$ cat config.mk
export PLATFORM = sky130hd
export DESIGN_NAME = axis_rr_arbiter
export DESIGN_NICKNAME = d
export VERILOG_FILES = /design/src/rtl/router_pkg.sv /design/src/rtl/rr_priority_pick.sv /design/src/rtl/axis_rr_arbiter.sv
export SDC_FILE = /design/constraint.sdc
export NUM_CORES = 1
export LEC_CHECK = 0
export BUFFER_PORTS_ARGS = -buffer_cell sky130_fd_sc_hd__buf_4
export CORE_ASPECT_RATIO = 0.8
export CORE_MARGIN = 2
export CORE_UTILIZATION = 37
export CTS_CLUSTER_DIAMETER = 80
export DETAILED_ROUTE_END_ITERATION = 10
export PLACE_DENSITY = 0.78
export SLEW_MARGIN = 10
export SYNTH_ARGS = -nofsm -noshare
export SYNTH_HDL_FRONTEND = slang
export SYNTH_SLANG_ARGS = --single-unit
$ cat constraint.sdc
create_clock -name clk -period 2.18 [get_ports clk]
set_input_delay 0.109 -clock clk [delete_from_list [all_inputs] [get_ports clk]]
set_output_delay 0.109 -clock clk [all_outputs]
set_load 0.01 [all_outputs]
$ cat src/rtl/router_pkg.sv
// Shared router types: arbiter state codes, index-width helper, stored stream beat layout.
// Latency: n/a (types and constants only).
// Backpressure: n/a.
// Macro USE_LIGHT_STREAM trims the stored beat to TDATA only.
package router_pkg;

   // Arbiter state codes
   typedef logic [0:0] arb_state_t;
   localparam arb_state_t ARB_IDLE   = 1'b0;
   localparam arb_state_t ARB_LOCKED = 1'b1;

   // Default stream geometry used by the input queues
   localparam int RTR_DATA_WIDTH = 32;
   localparam int RTR_ID_WIDTH   = 4;
   localparam int RTR_DEST_WIDTH = 4;

   // One stored AXI-Stream beat as held in the per-port input queue
   typedef struct packed {
      logic [RTR_DATA_WIDTH-1:0]   tdata;
`ifndef USE_LIGHT_STREAM
      logic [RTR_DATA_WIDTH/8-1:0] tstrb;
      logic [RTR_DATA_WIDTH/8-1:0] tkeep;
      logic                        tlast;
      logic [RTR_ID_WIDTH-1:0]     tid;
      logic [RTR_DEST_WIDTH-1:0]   tdest;
      logic [RTR_DEST_WIDTH-1:0]   tuser;
`endif
   } stored_axis_t;

   // Width of an index into n items; never below one bit
   function automatic int idx_width(input int n);
      return (n > 1) ? $clog2(n) : 1;
   endfunction

endpackage

$ cat src/rtl/rr_priority_pick.sv
// Rotating priority encoder: first set req after position 'last', wrapping modulo N.
// Latency: purely combinational.
// Backpressure: none; the caller decides when the pick is consumed.
module rr_priority_pick #(
   parameter int N  = 4,
   parameter int IW = 2
) (
   input  logic [N-1:0]  req,
   input  logic [IW-1:0] last,
   output logic [IW-1:0] gnt_idx,
   output logic          gnt_any
);

   logic [IW-1:0] probe;

   // Walk from farthest to nearest so the nearest requester after 'last' wins
   always_comb begin
      gnt_idx = '0;
      gnt_any = 1'b0;
      probe   = '0;
      for (int k = N; k >= 1; k--) begin
         probe = IW'((int'(last) + k) % N);
         if (req[probe]) begin
            gnt_any = 1'b1;
            gnt_idx = probe;
         end
      end
   end

endmodule

$ cat src/rtl/axis_rr_arbiter.sv
// N-to-1 AXI-Stream packet arbiter, round-robin between packets, locked to one source until TLAST.
// Latency: 1 cycle input to output through a single registered stage, 1 beat/cycle throughput.
// Backpressure: only the selected input sees TREADY, equal to (!out_vld || out_rdy).
// Macros: ROUTER_ARB_PKT_CNT_EN adds pkt_count; USE_LIGHT_STREAM carries TDATA only (every beat is a packet).
module axis_rr_arbiter
   import router_pkg::*;
#(
   parameter int N_IN       = 4,
   parameter int DATA_WIDTH = 32,
   parameter int ID_WIDTH   = 4,
   parameter int DEST_WIDTH = 4,
   parameter int CNT_WIDTH  = 16,
   localparam int IDX_W     = idx_width(N_IN),
   localparam int STRB_W    = DATA_WIDTH / 8
) (
   input  logic                                clk,
   input  logic                                rst_n,
   input  logic [N_IN-1:0]                     in_vld,
   output logic [N_IN-1:0]                     in_rdy,
   input  logic [N_IN-1:0][DATA_WIDTH-1:0]     in_dat,
`ifndef USE_LIGHT_STREAM
   input  logic [N_IN-1:0][STRB_W-1:0]         in_strb,
   input  logic [N_IN-1:0][STRB_W-1:0]         in_keep,
   input  logic [N_IN-1:0]                     in_last,
   input  logic [N_IN-1:0][ID_WIDTH-1:0]       in_id,
   input  logic [N_IN-1:0][DEST_WIDTH-1:0]     in_dest,
   input  logic [N_IN-1:0][DEST_WIDTH-1:0]     in_user,
`endif
   output logic                                out_vld,
   input  logic                                out_rdy,
   output logic [DATA_WIDTH-1:0]               out_dat,
`ifndef USE_LIGHT_STREAM
   output logic [STRB_W-1:0]                   out_strb,
   output logic [STRB_W-1:0]                   out_keep,
   output logic                                out_last,
   output logic [ID_WIDTH-1:0]                 out_id,
   output logic [DEST_WIDTH-1:0]               out_dest,
   output logic [DEST_WIDTH-1:0]               out_user,
`endif
   output logic [IDX_W-1:0]                    grant_idx
`ifdef ROUTER_ARB_PKT_CNT_EN
   ,
   output logic [CNT_WIDTH-1:0]                pkt_count
`endif
);

   typedef struct packed {
      logic [DATA_WIDTH-1:0] tdata;
`ifndef USE_LIGHT_STREAM
      logic [STRB_W-1:0]     tstrb;
      logic [STRB_W-1:0]     tkeep;
      logic                  tlast;
      logic [ID_WIDTH-1:0]   tid;
      logic [DEST_WIDTH-1:0] tdest;
      logic [DEST_WIDTH-1:0] tuser;
`endif
   } pay_t;

   arb_state_t       state;
   logic [IDX_W-1:0] owner;
   logic [IDX_W-1:0] last_grant;
   logic [IDX_W-1:0] cand;
   logic             cand_any;
   logic [IDX_W-1:0] sel;
   logic             sel_vld;
   logic             sel_last;
   logic             slot_free;
   logic             xfer;
   pay_t             in_pay [N_IN];
   pay_t             pay_q;

   rr_priority_pick #(.N(N_IN), .IW(IDX_W)) u_pick (
      .req     (in_vld),
      .last    (last_grant),
      .gnt_idx (cand),
      .gnt_any (cand_any)
   );

   // Gather each input's sideband into one payload word
   always_comb begin
      for (int i = 0; i < N_IN; i++) begin
         in_pay[i].tdata = in_dat[i];
`ifndef USE_LIGHT_STREAM
         in_pay[i].tstrb = in_strb[i];
         in_pay[i].tkeep = in_keep[i];
         in_pay[i].tlast = in_last[i];
         in_pay[i].tid   = in_id[i];
         in_pay[i].tdest = in_dest[i];
         in_pay[i].tuser = in_user[i];
`endif
      end
   end

   // Output slot can take a beat when empty or draining; held shut while in reset
   assign slot_free = rst_n && (!out_vld || out_rdy);

   // Locked: only the owner is served; idle: the rotating pick is served
   always_comb begin
      sel     = (state == ARB_LOCKED) ? owner : cand;
      sel_vld = (state == ARB_LOCKED) ? in_vld[owner] : cand_any;
      in_rdy  = '0;
      if (state == ARB_LOCKED || cand_any) begin
         in_rdy[sel] = slot_free;
      end
   end

`ifdef USE_LIGHT_STREAM
   assign sel_last = 1'b1;
`else
   assign sel_last = in_last[sel];
`endif

   assign xfer      = sel_vld && slot_free;
   assign grant_idx = (state == ARB_LOCKED) ? owner : last_grant;

   // Ownership: a non-final beat locks the source, the final beat releases it and rotates priority
   always_ff @(posedge clk or negedge rst_n) begin
      if (!rst_n) begin
         state      <= ARB_IDLE;
         owner      <= IDX_W'(N_IN - 1);
         last_grant <= IDX_W'(N_IN - 1);
      end else if (xfer) begin
         if (sel_last) begin
            state      <= ARB_IDLE;
            last_grant <= sel;
         end else begin
            state <= ARB_LOCKED;
            owner <= sel;
         end
      end
   end

   // Output valid: set by an accepted beat, cleared once drained with nothing behind it
   always_ff @(posedge clk or negedge rst_n) begin
      if (!rst_n) begin
         out_vld <= 1'b0;
      end else if (xfer) begin
         out_vld <= 1'b1;
      end else if (out_rdy) begin
         out_vld <= 1'b0;
      end
   end

   // Output payload: captured only on an accepted beat, so it holds while stalled
   always_ff @(posedge clk) begin
      if (xfer) begin
         pay_q <= in_pay[sel];
      end
   end

   assign out_dat  = pay_q.tdata;
`ifndef USE_LIGHT_STREAM
   assign out_strb = pay_q.tstrb;
   assign out_keep = pay_q.tkeep;
   assign out_last = pay_q.tlast;
   assign out_id   = pay_q.tid;
   assign out_dest = pay_q.tdest;
   assign out_user = pay_q.tuser;
`endif

`ifdef ROUTER_ARB_PKT_CNT_EN
   logic out_eop;
`ifdef USE_LIGHT_STREAM
   assign out_eop = 1'b1;
`else
   assign out_eop = pay_q.tlast;
`endif

   // Count packets as their final beat leaves; wraps naturally
   always_ff @(posedge clk or negedge rst_n) begin
      if (!rst_n) begin
         pkt_count <= '0;
      end else if (out_vld && out_rdy && out_eop) begin
         pkt_count <= pkt_count + CNT_WIDTH'(1);
      end
   end
`endif

endmodule

==> Yosys cells after proc, flatten, opt, wreduce, memory -nomap -nowiden <==
Cells that the tools add are included.
{ "totals": {"register_bits": 59, "wordCells": 67, "in_bits": 219, "out_inout_bits": 60} }
{ "op_classes": {"n_reduce_logical": 9, "bitwise_logic": 3, "muxes": 32, "addsub": 4, "order_cmp": 8} }
{ "op_table": {"columns": ["cell", "n"], "rows": [
  ["53-bit binary-select mux with 2-bit select", 1],
  ["53-bit two-way mux", 2],
  ["2-bit by 3-bit less-than comparator with 1-bit output, second input constant", 6],
  ["1-bit two-way mux", 15],
  ["1-bit binary-select mux with 2-bit select", 6],
  ["2-bit two-way mux", 6],
  ["2-bit by 1-bit adder with 2-bit output, second input constant", 2],
  ["2-bit adder, second input constant", 2],
  ["4-bit bitwise AND", 1],
  ["4-bit two-way mux", 1],
  ["2-bit AND reduction", 2],
  ["3-bit greater-or-equal comparator, second input constant", 1],
  ["1-bit logical AND", 3],
  ["2-bit inverter with 3-bit output", 1],
  ["1-bit demux with 2-bit select", 1],
  ["2-bit by 1-bit greater-or-equal comparator with 1-bit output, second input constant", 1],
  ["1-bit logical OR", 2],
  ["2-bit nonzero test", 1],
  ["1-bit logical NOT", 1],
  ["1-bit inverter", 1]
]} }

==> Depth between registers and ports, before layout <==
Gate-level depths: netlist of the first run.
{ "depth": {"word_depth": 14, "depth_mapped": 8, "ltp_nobuf": 7} }

==> Modules after synthesis <==
Synthesis of the first run repeated with hierarchy kept, for this count alone.
{ "unflattened": {"hier_cells": 174, "area_unflattened_um2": 3384.5} }
{ "by_module_without_submodules": {"columns": ["module", "n_inst", "cells_each", "area_per_inst_um2", "seq_area_each_um2"], "rows": [
  ["axis_rr_arbiter", 1, 160, 3293.2, 1746.7],
  ["rr_priority_pick", 1, 14, 91.3, 0.0]
]} }

==> Least setup slack after synthesis of the first run <==
OpenSTA, ideal clock, no wires.
{ "synth_timing": {"path_kind": "reg2reg", "startpoint": "register owner[1]", "endpoint": "register owner[1]", "required_time_ps": 2098, "setup_time_ps": 82, "n_path_buf": 0, "path_stages_with_launch": 7, "path_slack_ps": -188, "period_less_slack_ps": 2368, "arrival_time_ps": 2286, "cell_sequence": "dfstp_2 mux4_2 o21ai_1 inv_2 nand2_1 o22a_1 mux2_4"} }
{ "synth_via": {"elab_chain_cells": 5, "elab_cells_between_ends": 9, "cone_classes": "mux: 6; bitwise: 1; reduce/logical: 2"} }
{ "synth_lines": {"columns": ["element", "line_no", "text"], "rows": [
  ["from (decl)", "axis_rr_arbiter.sv:60", "logic [IDX_W-1:0] owner;"],
  ["from (signal assigned)", "axis_rr_arbiter.sv:120", "owner <= IDX_W'(N_IN - 1);"],
  ["from (signal assigned)", "axis_rr_arbiter.sv:128", "owner <= sel;"],
  ["1-bit binary-select mux with 2-bit select", "axis_rr_arbiter.sv:100", "sel_vld = (state == ARB_LOCKED) ? in_vld[owner] : cand_any;"],
  ["1-bit two-way mux (not written as such)", "axis_rr_arbiter.sv:100", null],
  ["1-bit two-way mux", "axis_rr_arbiter.sv:100", null],
  ["1-bit logical AND", "axis_rr_arbiter.sv:113", "assign xfer = sel_vld && slot_free;"],
  ["net xfer", "axis_rr_arbiter.sv:68", "logic xfer;"],
  ["2-bit AND reduction (no line)", null, null]
]} }
The timed path passes the listed nets, and every way through them passes these cells. The select of a mux whose other input is x is not followed.
A chain may end at the register's enable or synchronous reset.

==> Worst setup path in the final report of the first run <==
{ "layout_timing": {"startpoint": "register last_grant[1]", "endpoint": "register last_grant[1]"} }
{ "layout_via": {"elab_chain_cells": 11, "elab_cells_between_ends": 26, "cone_classes": "add/sub: 4; mux: 20; reduce/logical: 2"} }
{ "layout_lines": {"columns": ["element", "line_no", "text"], "rows": [
  ["from (decl)", "axis_rr_arbiter.sv:61", "logic [IDX_W-1:0] last_grant;"],
  ["from (signal assigned)", "axis_rr_arbiter.sv:121", "last_grant <= IDX_W'(N_IN - 1);"],
  ["from (signal assigned)", "axis_rr_arbiter.sv:125", "last_grant <= sel;"],
  ["2-bit by 1-bit adder with 2-bit output", "rr_priority_pick.sv:22", "probe = IW'((int'(last) + k) % N);"],
  ["1-bit binary-select mux with 2-bit select", "rr_priority_pick.sv:23", "if (req[probe]) begin"],
  ["1-bit two-way mux (not written as such)", "rr_priority_pick.sv:23", null],
  ["2-bit two-way mux (4 in series)", "rr_priority_pick.sv:23", null],
  ["2-bit two-way mux", "axis_rr_arbiter.sv:99", "sel = (state == ARB_LOCKED) ? owner : cand;"],
  ["1-bit binary-select mux with 2-bit select", "axis_rr_arbiter.sv:110", "assign sel_last = in_last[sel];"],
  ["1-bit two-way mux (not written as such)", "axis_rr_arbiter.sv:110", null],
  ["2-bit AND reduction (no line)", null, null]
]} }
Several ways; a longest one is shown, not always the timed one. The select of a mux whose other input is x is not followed.

==> impl_metrics.env, run 1 <==
export IMPL_cp_required_ns=2.42
export IMPL_cts_root_buf="clkbuf_16"
export IMPL_synth_edf_count=53
export IMPL_syn_avg_cell_area_um2=9.073
export IMPL_drt_iter0_drc=118
export IMPL_synthTopCellsByArea="edfxtp_1, nand2_1, a211oi_1, a31oi_1, and2_0"
export IMPL_fin_tns_setup_ns=0
export IMPL_track_usage=0.2270
export IMPL_powerDensity_nw_per_um2=1215
export IMPL_place_inst=810
export IMPL_layout_min_cycle_time_ns=2.125
export IMPL_status="complete, no violations"
export IMPL_die_area_um2=10980
export IMPL_critPathMaxFanout=8
export IMPL_post_dp_cell_area_um2=6083
export IMPL_crit_chain="nor4bb_4 > a221oi_4 > o31ai_4 > buf_6 > buf_4 > mux2i_4 > o22ai_2 > mux2_1"
export IMPL_ys_warn_count=0
export IMPL_post_route_drc_count=0
export IMPL_worst_pin_slew_ns=0.4282
export IMPL_vias=4260
export IMPL_clk_pin_slew_ns=0.05
export IMPL_rows=32
export IMPL_netlist_top_cell_by_area="edfxtp_1"
export IMPL_rsz0062_at_grt="true"
export IMPL_ys_flop_type="edfxtp_1"
export IMPL_cp_arrival_ns=2.36
export IMPL_dr_pass1_iters=4
export IMPL_synth_top_cell_area_share=0.4237
export IMPL_cp_top_family="flip-flops"
export IMPL_numCtsBuffers=9
export IMPL_drive_above_1_share=0.5064
export IMPL_post_drt_wl_per_cell_um=16.15
export IMPL_synth_cell_type_count=37
export IMPL_die_w_um=116.6
export IMPL_worstHoldPathType="input pin to flip-flop"
export IMPL_area_growth_pct=76.88
export IMPL_grt_pass1_wl_um=19080
export IMPL_die_h_um=94.12
export IMPL_slew_headroom=0.7145
export IMPL_worstSkewPairLatency_ns=0.32
export IMPL_max_stage_delay_ns=0.63
export IMPL_routed_via_density=5.090
export IMPL_antenna_found_initial=0
export IMPL_end_kind="flip-flop"
export IMPL_htreeDepth=3
export IMPL_maxCapViolCount=0
export IMPL_grt_pass1_vias=4060
export IMPL_fin_crit_sh=0.9747
export IMPL_grt_max_degree=65
export IMPL_cts_sinks=59
export IMPL_fmax_mhz=470.6
export IMPL_finalHoldViolCount=0
export IMPL_gp_congestion=0.8591
export IMPL_ant_nets=0
export IMPL_syn_inst=414
export IMPL_final_nets=915
export IMPL_hpwl_um=10120
export IMPL_grt_overflow=0
export IMPL_synth_cell_area_um2=3756
export IMPL_cp_start_kind="flip-flop"
export IMPL_routed_wl_um=13520
export IMPL_finalNonFillerCells=837
export IMPL_crit_slowest_cell="dfstp_2"
export IMPL_synth_seq_cells=59
export IMPL_clk_path_buf_depth=2
export IMPL_cellLeakagePower_nw=2.927
export IMPL_finalSetupViolCount=0
export IMPL_vdd_drop_max_mv=0.5282
export IMPL_portBuffers=278
export IMPL_crit_type="flip-flop to flip-flop"
export IMPL_yosysSeqAreaShare=0.4650
export IMPL_initial_core_util=0.3845
export IMPL_antenna_cells=0
export IMPL_cp_num_buf_inv=2
export IMPL_async_reset_ff_frac=0.1017
export IMPL_rrSetupSlack_ns=0.06
export IMPL_drv_slew=0
export IMPL_synth_nets=633
export IMPL_io_pins=279
export IMPL_cts_tree="done"
export IMPL_worst_clock_skew_ns=0.009582
export IMPL_core_area_um2=9769
export IMPL_stdcell_area_um2=6644
-- worst register-to-register path, delay by kind of cell, from the launching register on --
| family | cells | cell delay (ns) |
|---|---|---|
| mux | 2 | 0.53 |
| flops | 1 | 0.63 |
| compound gates | 3 | 0.50 |
| buf+inv | 2 | 0.30 |
| simple gates | 1 | 0.09 |
-- layout by cell type, fill, tap and decap left out, types with 6 or more instances in the layout --
master | netlist | routed
edfxtp_1 | 53 | 53
a211oi_1 | 52 | 42
and2_0 | 33 | 33
a31oi_1 | 52 | 52
and2_1 | 19 | 19
nor2_1 | 6 | 6
buf_4 | 2 | 294
clkbuf_16 | 0 | 11
a211oi_2 | 0 | 10
nand2_1 | 110 | 110
-- worst paths after layout --
| kind | start | endpoint | cells after the start |
|---|---|---|---|
| worst max-delay path | last_grant[1] | last_grant[1] | 8 |
| min in group asynchronous | rst_n | state | 2 |
| max in group asynchronous | rst_n | last_grant[0] | 2 |
| worst max register to register | last_grant[1] | last_grant[1] | 8 |
| worst min-delay path | out_rdy | out_vld | 3 |
| worst min register to register | out_vld | out_vld | 2 |
-- routing by layer --
layer  part of all wire  track usage  vias to the layer above
li1                   -            -                     2085
met4              0.030       0.1127                        0
met1               0.37       0.2414                     1935
met3              0.081      0.06129                       30
met2               0.52       0.4123                      210
met5                  0            0                        -
-- logic make-up after synthesis --
family / synth area share
compound gates: 0.2352
buf+inv: 0.04630
flops: 0.4650
simple gates: 0.2252
mux: 0.02831
-- cells in the mapped netlist (2+ instances only) --
library cell / number
buf_2: 13
o21ai_0: 2
buf_4: 2
a31oi_1: 52
edfxtp_1: 53
nor2_1: 6
buf_1: 6
nand2b_1: 5
and2_1: 19
o21ai_1: 5
clkbuf_1: 15
mux2i_1: 2
dfstp_2: 4
mux2_2: 2
nand2_1: 110
inv_2: 2
and3_1: 2
a21oi_1: 6
a211oi_1: 52
and2_0: 33
dfrtp_1: 2
inv_1: 2
nor2b_1: 3
mux2_4: 2
a21o_1: 2
-- layout make-up --
cell class	count	area [um2]
fill	781	3126
inverter	4	20.02
tap	136	170.2
sequential	59	1748
multi-input combinational	315	1973
clock buffer	10	229.0
clock inverter	6	80.08
timing repair buffer	307	2424
-- stage by stage --
stage	power (mW)	util	setup slack [ns]	hold slack (ns)
4_1_cts	7.785	0.6596	-0.01538	0.05851
5_1_grt	8.602	0.6801	-0.03546	0.06990
3_5_place_dp	6.240	0.6227	-0.01065	-0.06832
3_3_place_gp	6.125	0.6227	0.04980	-0.06999
6_report	8.074	0.6801	0.05516	0.06951
2_1_floorplan	4.541	-	0.04394	-0.1866
-- registers in the layout, summed over array words and instances (netlist names) --
name,count
last_grant,2
out_dat,32
out_dest,4
out_id,4
out_keep,4
out_last,1
out_strb,4
out_user,4
out_vld,1
owner,2
state,1
-- power breakdown --
| part | switching, mW | internal [mW] | leakage [nW] |
|---|---|---|---|
| combinational | 2.40 | 2.10 | 2.22 |
| sequential | 0.169 | 1.95 | 0.559 |
| clock | 0.462 | 0.989 | 0.148 |
-- timing repair --
action | CTS | global route
setup buffers | 3 | 5
setup endpoints to repair | 3 | 35
hold endpoints to repair | 6 | 0
pin swaps | 2 | 5
hold buffers | 1 | 0
resized for setup | 4 | 23
cloned | 0 | 2
Power figures use the tool's default switching activity.
==> run 2, diff against run 1 <==
- CORE_AREA: unset -> 2 2 107 109
- CORE_ASPECT_RATIO: 0.8 -> unset
- CORE_MARGIN: 2 -> unset
- CORE_UTILIZATION: 37 -> unset
- DIE_AREA: unset -> 0 0 109 111
- PLACE_DENSITY: 0.78 -> 0.73
==> impl_metrics.env, run 2 (same netlist as run 1, synthesis figures left out) <==
export IMPL_final_nets=911
export IMPL_rows=39
export IMPL_cp_num_buf_inv=1
export IMPL_routed_via_density=5.194
export IMPL_cp_top_family="compound AO/OA/AOI/OAI gates"
export IMPL_mostFrequentLayoutCells="buf_4, nand2_1, edfxtp_1"
export IMPL_status="complete, no violations"
export IMPL_layout_min_cycle_time_ns=2.148
export IMPL_routed_wl_um=14500
export IMPL_endpoint="owner[1]"
export IMPL_post_route_drc_count=0
export IMPL_crit_type="flip-flop to flip-flop"
export IMPL_cts_tree="done"
export IMPL_grt_overflow=0
export IMPL_nFillCells=969
export IMPL_cp_common_cell="mux2_4"
export IMPL_fmax_mhz=465.5
export IMPL_crit_slowest_cell="dfstp_2"
export IMPL_antenna_cells=0
export IMPL_drt_iter0_drc=245
export IMPL_r2r_end="owner[1]"
export IMPL_max_stage_delay_ns=0.59
export IMPL_cp_depth=7
export IMPL_post_drt_wl_per_cell_um=17.26
export IMPL_slew_headroom=0.7340
export IMPL_drv_slew=0
export IMPL_gp_congestion=0.8939
export IMPL_ant_nets=0
export IMPL_finalSetupViolCount=0
export IMPL_cp_arrival_ns=2.39
export IMPL_htreeDepth=3
export IMPL_grt_pass1_wl_um=21530
export IMPL_place_inst=813
export IMPL_worstSkewPairLatency_ns=0.32
export IMPL_crit_chain="nor2b_2 > a221oi_2 > o31ai_4 > buf_6 > mux2_4 > o22a_1 > mux2_4"
export IMPL_die_h_um=111
export IMPL_track_usage=0.2297
export IMPL_antenna_found_initial=0
export IMPL_cellLeakagePower_nw=2.926
export IMPL_r2r_start="last_grant[0]"
export IMPL_worst_clock_skew_ns=0.008790
export IMPL_area_growth_pct=75.88
export IMPL_worst_pin_slew_ns=0.3991
export IMPL_cp_start_kind="flip-flop"
export IMPL_cp_required_ns=2.42
export IMPL_die_area_um2=12100
export IMPL_final_common_cell="buf_4"
export IMPL_core_area_um2=11080
export IMPL_die_w_um=109
export IMPL_end_kind="flip-flop"
export IMPL_r2r_worst_path_cells=7
export IMPL_numCtsBuffers=9
export IMPL_portBuffers=278
export IMPL_initial_core_util=0.3391
export IMPL_rrSetupSlack_ns=0.03
export IMPL_multi_input_area_um2=1926
export IMPL_finalPower_mw=8.067
export IMPL_hpwl_um=10230
export IMPL_finalNonFillerCells=840
export IMPL_io_pins=279
export IMPL_vias=4363
export IMPL_cts_root_buf="clkbuf_16"
export IMPL_cts_sinks=59
export IMPL_maxCapViolCount=0
export IMPL_fin_crit_sh=0.9854
export IMPL_grt_max_degree=62
export IMPL_worstHoldPathType="input pin to flip-flop"
export IMPL_drive_above_1_share=0.4978
export IMPL_powerDensity_nw_per_um2=1221
export IMPL_grt_pass1_vias=4242
export IMPL_critPathMaxFanout=8
export IMPL_vdd_drop_max_mv=0.5692
export IMPL_register_area_um2=1748
export IMPL_hold_depth=3
export IMPL_largest_register_ffs=32
export IMPL_clk_path_buf_depth=2
export IMPL_clk_pin_slew_ns=0.05
export IMPL_rsz0062_at_grt="true"
export IMPL_dr_pass1_iters=4
export IMPL_finalHoldViolCount=0
export IMPL_crit_start="last_grant[0]"
## run 2: changes by cell type in the layout (fill, tap and decap cells not counted), sizes merged
cell,change
bufinv,-2
bufbuf,+3
clkinv,+1
clkbuf,+2
clkinvlp,-1
buf,-7
## run 2: cell type report
cell class | count | share of cell area
Inverter | 4 | 0.003030
Clock inverter | 4 | 0.003030
Multi-Input combinational cell | 315 | 0.2915
Clock buffer | 12 | 0.03580
Sequential cell | 59 | 0.2646
Tap cell | 143 | 0.02708
Timing Repair Buffer | 303 | 0.3750
## run 2: worst min path at each step
| stage | startpoint | to | slack (ns) |
|---|---|---|---|
| 5_1_grt | out_rdy | out_vld | 0.1 |
| 6_report | out_rdy | out_vld | 0.07 |
| 4_1_cts | out_rdy | out_vld | 0.07 |
| 3_5_place_dp | rst_n | out_vld | -0.07 |
| 3_3_place_gp | rst_n | out_vld | -0.07 |
| 2_1_floorplan | rst_n | out_vld | -0.19 |
## run 2: metrics by stage
step / TNS (ns) / area [um2] / hold WS (ns) / util / setup slack (ns)
after floorplan: 0 / 3765 / -0.1866 / - / 0.04394
after global placement: 0 / 6075 / -0.07200 / 0.5484 / 0.1019
after detailed placement: 0 / 6075 / -0.07296 / 0.5484 / 0.01693
after CTS: 0 / 6490 / 0.06834 / 0.5859 / 0.002290
after global routing: -0.08161 / 6606 / 0.09790 / 0.5964 / -0.04187
final: 0 / 6606 / 0.07449 / 0.5964 / 0.03184
## run 2: timing repair
| action | in CTS | in global routing |
|---|---|---|
| hold buffers | 1 | 0 |
| hold endpoints to repair | 6 | 0 |
| resized for setup | 5 | 13 |
| buffers inserted | 4 | 1 |
| setup endpoints to repair | 4 | 19 |
| pin swaps | 2 | 3 |
| cloned | 3 | 2 |
## run 2: worst min-delay path, delay by kind of cell
kind	cells	cell delay (ns)
AND/OR/NAND/NOR	2	0.17
buffers and inverters	1	0.07
## run 2: layer usage
metal	GRT usage	wire length, um	vias up
met1	0.2774	5744	2089
met2	0.4004	7559	174
met4	0.08291	291	0
met3	0.04350	901	22
met5	0	0	-
li1	-	-	2078
## run 2: power breakdown
part / internal [mW] / leakage (nW) / total [mW] / switching (mW)
logic: 2.27 / 2.24 / 4.71 / 2.44
clock network: 0.760 / 0.130 / 1.23 / 0.467
registers: 1.95 / 0.559 / 2.13 / 0.176
total: 4.99 / 2.93 / 8.07 / 3.08
